===== src/rtl/reg_slice_ctrl.sv =====
// reg_slice_ctrl: control FSM for a two-entry register slice (skid buffer).
// The handshake outputs are decoded from the registered state only. This
// keeps s_ready independent of m_ready, and m_valid independent of s_valid.
// The FSM steers the payload flop clock enables and the main-flop D mux.
// It also counts backpressure cycles and flags upstream valid withdrawal.
module reg_slice_ctrl #(
    parameter int CNT_W = 16
) (
    input  logic             clk,
    input  logic             rstn,
    input  logic             s_valid,
    output logic             s_ready,
    output logic             m_valid,
    input  logic             m_ready,
    output logic [1:0]       main_ce,
    output logic [1:0]       skid_ce,
    output logic             main_src_skid,
    output logic [1:0]       occupancy,
    output logic [CNT_W-1:0] stall_cnt,
    output logic             proto_err
);

    typedef enum logic [1:0] {
        ST_EMPTY = 2'b00,
        ST_BUSY  = 2'b01,
        ST_FULL  = 2'b10
    } state_t;

    // Payload flop clock-enable encoding
    localparam logic [1:0] CE_LOAD = 2'b10;
    localparam logic [1:0] CE_HOLD = 2'b01;
    localparam logic [1:0] CE_INV  = 2'b00;

    localparam logic [CNT_W-1:0] CNT_MAX = {CNT_W{1'b1}};
    localparam logic [CNT_W-1:0] CNT_ONE = {{(CNT_W-1){1'b0}}, 1'b1};

    state_t           state_r;
    state_t           state_nxt_s;
    logic             s_ready_s;
    logic             m_valid_s;
    logic [1:0]       occ_s;
    logic             in_s;
    logic             out_s;
    logic [1:0]       main_ce_s;
    logic [1:0]       skid_ce_s;
    logic             sel_s;
    logic [CNT_W-1:0] stall_cnt_r;
    logic             stall_prev_r;
    logic             proto_err_r;

    // State register. A reset discards any held beats without draining them.
    always_ff @(posedge clk) begin
        if (!rstn) begin
            state_r <= ST_EMPTY;
        end else begin
            state_r <= state_nxt_s;
        end
    end

    // Decode the handshake and occupancy from the registered state only. Everything is low while in reset.
    always_comb begin
        s_ready_s = 1'b0;
        m_valid_s = 1'b0;
        occ_s     = 2'd0;
        if (rstn) begin
            case (state_r)
                ST_EMPTY: begin
                    s_ready_s = 1'b1;
                end
                ST_BUSY: begin
                    s_ready_s = 1'b1;
                    m_valid_s = 1'b1;
                    occ_s     = 2'd1;
                end
                ST_FULL: begin
                    m_valid_s = 1'b1;
                    occ_s     = 2'd2;
                end
                default: begin
                    s_ready_s = 1'b0;
                    m_valid_s = 1'b0;
                    occ_s     = 2'd0;
                end
            endcase
        end else begin
            s_ready_s = 1'b0;
            m_valid_s = 1'b0;
            occ_s     = 2'd0;
        end
    end

    assign in_s  = s_valid & s_ready_s;
    assign out_s = m_valid_s & m_ready;

    // Next-state logic. The illegal encoding recovers to EMPTY.
    always_comb begin
        state_nxt_s = state_r;
        case (state_r)
            ST_EMPTY: begin
                if (in_s) begin
                    state_nxt_s = ST_BUSY;
                end else begin
                    state_nxt_s = ST_EMPTY;
                end
            end
            ST_BUSY: begin
                if (in_s && !out_s) begin
                    state_nxt_s = ST_FULL;
                end else if (!in_s && out_s) begin
                    state_nxt_s = ST_EMPTY;
                end else begin
                    state_nxt_s = ST_BUSY;
                end
            end
            ST_FULL: begin
                if (out_s) begin
                    state_nxt_s = ST_BUSY;
                end else begin
                    state_nxt_s = ST_FULL;
                end
            end
            default: begin
                state_nxt_s = ST_EMPTY;
            end
        endcase
    end

    // Datapath steering. Dead slots are invalidated. The skid beat moves into main when FULL drains.
    always_comb begin
        main_ce_s = CE_INV;
        skid_ce_s = CE_INV;
        sel_s     = 1'b0;
        if (rstn) begin
            case (state_r)
                ST_EMPTY: begin
                    if (in_s) begin
                        main_ce_s = CE_LOAD;
                    end else begin
                        main_ce_s = CE_INV;
                    end
                end
                ST_BUSY: begin
                    if (in_s && out_s) begin
                        main_ce_s = CE_LOAD;
                    end else if (in_s) begin
                        main_ce_s = CE_HOLD;
                        skid_ce_s = CE_LOAD;
                    end else if (out_s) begin
                        main_ce_s = CE_INV;
                    end else begin
                        main_ce_s = CE_HOLD;
                    end
                end
                ST_FULL: begin
                    if (out_s) begin
                        main_ce_s = CE_LOAD;
                        sel_s     = 1'b1;
                        skid_ce_s = CE_INV;
                    end else begin
                        main_ce_s = CE_HOLD;
                        skid_ce_s = CE_HOLD;
                    end
                end
                default: begin
                    main_ce_s = CE_INV;
                    skid_ce_s = CE_INV;
                    sel_s     = 1'b0;
                end
            endcase
        end else begin
            main_ce_s = CE_INV;
            skid_ce_s = CE_INV;
            sel_s     = 1'b0;
        end
    end

    // Saturating count of cycles where the consumer holds off a valid beat
    always_ff @(posedge clk) begin
        if (!rstn) begin
            stall_cnt_r <= {CNT_W{1'b0}};
        end else if (m_valid_s && !m_ready && (stall_cnt_r != CNT_MAX)) begin
            stall_cnt_r <= stall_cnt_r + CNT_ONE;
        end else begin
            stall_cnt_r <= stall_cnt_r;
        end
    end

    // Remember last cycle's upstream stall. A valid dropped right after a stall is a sticky error.
    always_ff @(posedge clk) begin
        if (!rstn) begin
            stall_prev_r <= 1'b0;
            proto_err_r  <= 1'b0;
        end else begin
            stall_prev_r <= s_valid & ~s_ready_s;
            proto_err_r  <= proto_err_r | (stall_prev_r & ~s_valid);
        end
    end

    assign s_ready       = s_ready_s;
    assign m_valid       = m_valid_s;
    assign occupancy     = occ_s;
    assign main_ce       = main_ce_s;
    assign skid_ce       = skid_ce_s;
    assign main_src_skid = sel_s;
    assign stall_cnt     = stall_cnt_r;
    assign proto_err     = proto_err_r;

endmodule


===== config.mk =====
export PLATFORM = sky130hd
export DESIGN_NAME = reg_slice_ctrl
export DESIGN_NICKNAME = d
export VERILOG_FILES = /design/src/rtl/reg_slice_ctrl.sv
export SDC_FILE = /design/constraint.sdc
export NUM_CORES = 1
export LEC_CHECK = 0
export CAP_MARGIN = 10
export CORE_AREA = 2 2 71 73
export CTS_CLUSTER_DIAMETER = 100
export DETAILED_ROUTE_END_ITERATION = 7
export DIE_AREA = 0 0 73 75
export GPL_TIMING_DRIVEN = 0
export MAX_ROUTING_LAYER = met4
export PLACE_DENSITY = 0.52
export SLEW_MARGIN = 15
export SYNTH_ARGS = -nofsm -noshare
export SYNTH_HDL_FRONTEND = slang
export SYNTH_SLANG_ARGS = --single-unit

===== constraint.sdc =====
create_clock -name clk -period 2.4 [get_ports clk]
set_clock_uncertainty 0.05 [all_clocks]
set_input_delay 0.36 -clock clk [delete_from_list [all_inputs] [get_ports clk]]
set_output_delay 0.36 -clock clk [all_outputs]
set_load 0.02 [all_outputs]

==> key figures <==
Critical path
  – CP arrival: 1.87 ns
  – Reg2reg path depth: 6
  – CP Launch Point: rstn
  – Critical path startpoint category: input pin
  – RR Startpoint: state_r[1]
  – Crit path max fanout: 10
  – Worst Path Required: 1.99 ns
  – Crit path kind: in -> out
  – Worst reg-to-reg setup slack: 0.24 ns
  – Crit path capture type: output pin
  – R2r endpoint: stall_cnt[15]

Layout
  – Commonest non-fill, non-tap cell in the layout: clkdlybuf4s50_1
  – Area Overhead vs Synth: 37.6%
  – Most frequent cells in the layout: clkdlybuf4s50_1, dfxtp_1, nand2_1
  – Share of cells above drive strength 1: 11.2%
  – Non-Filler Instances: 224
  – Finished layout cell area: 0.00159 mm^2
  – Diode count: 0
  – Nets: 183

Hold path
  – Tightest Hold Check Type: reg -> reg
  – Hold Crit Start: proto_err
  – Hold EP: proto_err
  – Hold depth: 1

Synth
  – Syn Area/Cell: 8.43 um^2
  – Post-Syn Instances: 137
  – Synth Cell Area: 0.00115 mm^2
  – Yosys Warn Count: 0
  – Sequential share of the synthesized area: 34.7%
  – Most frequently used flop master after synthesis: dfxtp_1
  – Ys async rst share: 0%
  – Post-synth EDFFs: 0
  – Seq cells post-synth: 20
  – Cell variety after synth: 36
  – Net Count, Synth: 149

STA
  – RSZ-0062 raised after global routing: no
  – Hold Fails Final Rpt: 0
  – Tcrit/Tclk final: 94.8%
  – Max_slew headroom: 36.4%
  – Fin. max-slew vios: 0
  – Worst Tran Pin Value: 0.945 ns
  – Final setup violating endpoints: 0
  – F_max: 439 MHz
  – Min Tclk post-route: 2.28 ns

Floorplan
  – Core Area: 0.00466 mm^2
  – Die Area: 0.00548 mm^2
  – I/O pin total: 30
  – Die X: 73 um
  – Initial core utilization: 24.8%
  – Die height: 75 um
  – Row cnt: 25

Routing
  – Iter 0 DRT Violations: 47
  – Vias post-DR: 1,157
  – Vias per cell: 5.17
  – DRT Wirelength: 2970 um
  – Avg WL per Cell: 13.2 um
  – DRC: 0
  – Post-route antenna net violation count: 0
  – First-pass DRT Iterations: 4

Clock network
  – H-Tree Depth: 1
  – Clock latency on the worst-skew pair: 0.26 ns
  – CTS Hold Buffers Added: 0
  – Clock Sinks: 20
  – CTS Root Cell: clkbuf_8
  – Setup Fix Bufs, Post-CTS: 0
  – Worst-case clock buffer depth: 2
  – CTS Buf Count: 3
  – Quantity of gates resized following cts: 16
  – Clk slew on worst S/H paths: 0.07 ns
  – CTS tree: yes

Global routing
  – Largest net degree at the start of global routing: 12
  – Vias in the first global route: 1,092
  – Antenna violations before repair: 0
  – GRT overflow: 0
  – First-pass GRT wire length: 4910 um
  – Overall Global Routing Usage: 11.8%

Power and ir drop
  – Maximum vdd ir drop: 0.000163 V
  – Pwr dens: 430 mW/mm^2
  – Tot Pwr: 684 uW
  – Static Leak: 0.000618 uW

Status
  – Status: finished, final reports clean

Job
  – Max_cap viols: 0

Placed design
  – RePlAce Congestion: 0.824
  – Cells after DPL: 220
  – Port bufs: 29
  – Post-DP Area: 0.00151 mm^2
  – HPWL after DPL: 2230 um
## routing by layer
layer  GRT usage [%]  routed length [um]  up-vias
met2            20.5                1490       33
li1                -                   -      563
met3            1.74                 122        4
met4            4.32                  42        0
met5               -                   0        -
met1            13.7                1320      557
## synth_stat cells (4+ instances only)
master    n  area, um^2
ha_1      8         100
inv_1     8        30.0
nor2_1    8        30.0
nand4_1   4        25.0
dfxtp_1  20         400
mux2i_1   5        50.1
nand2_1  17        63.8
and2_1    7        43.8
nor3_1    6        30.0
o21ai_0   6        30.0
## registers in the layout (all words and copies together) (netlist names)
| signal | count |
|---|---|
| proto_err | 1 |
| stall_cnt | 16 |
| stall_prev_r | 1 |
| state_r | 2 |
## how the worst max path moves through the flow
| stage | to | slack [ns] | cells past startpoint |
|---|---|---|---|
| finish | main_ce[1] | 0.12 | 8 |
| global placement | main_ce[1] | -0.48 | 6 |
| detailed placement | main_ce[1] | -0.47 | 6 |
| global route | main_ce[1] | 0.005 | 8 |
| floorplan | main_ce[1] | 0.24 | 8 |
| CTS | skid_ce[1] | 0.0008 | 7 |
## through the flow
step / hold slack [ns] / util (%) / TNS [ns] / setup slack, ns
2_1_floorplan: 0.459 / - / 0 / 0.239
3_3_place_gp: 0.399 / 32.5 / -1.33 / -0.477
3_5_place_dp: 0.405 / 32.5 / -1.34 / -0.473
4_1_cts: 0.422 / 33.9 / 0 / 0.000799
5_1_grt: 0.433 / 34.1 / 0 / 0.00533
6_report: 0.416 / 34.1 / 0 / 0.124
## power by group
part	switching (uW)	internal, uW
registers	3.20	336
logic	44.3	36.5
clock network	118	146
## final cells by class
cell class / count / area, um^2
Sequential cell: 20 / 403
Timing Repair Buffer: 29 / 279
Inverter: 8 / 30.0
Clock buffer: 4 / 55.1
Buffer: 3 / 23.8
Tap cell: 54 / 67.6
Multi-Input combinational cell: 106 / 731
Fill cell: 495 / 3070
## critical path, cell delays in order
cell	delay, ns
clkdlybuf4s50_1	0.55
buf_6	0.17
nand2_1	0.07
nor2_1	0.16
ha_1	0.18
nand2_1	0.05
a21oi_1	0.16
buf_4	0.16
## kinds of logic after synthesis
group | Yosys count | synth area share [%]
adders and majority gates | 8 | 8.67
AOI/OAI and AO/OA | 26 | 16.0
buffers and inverters | 11 | 3.79
and+or+nand+nor | 67 | 32.5
DFF | 20 | 34.7
muxes | 5 | 4.33
Power figures use the tool's default switching activity.
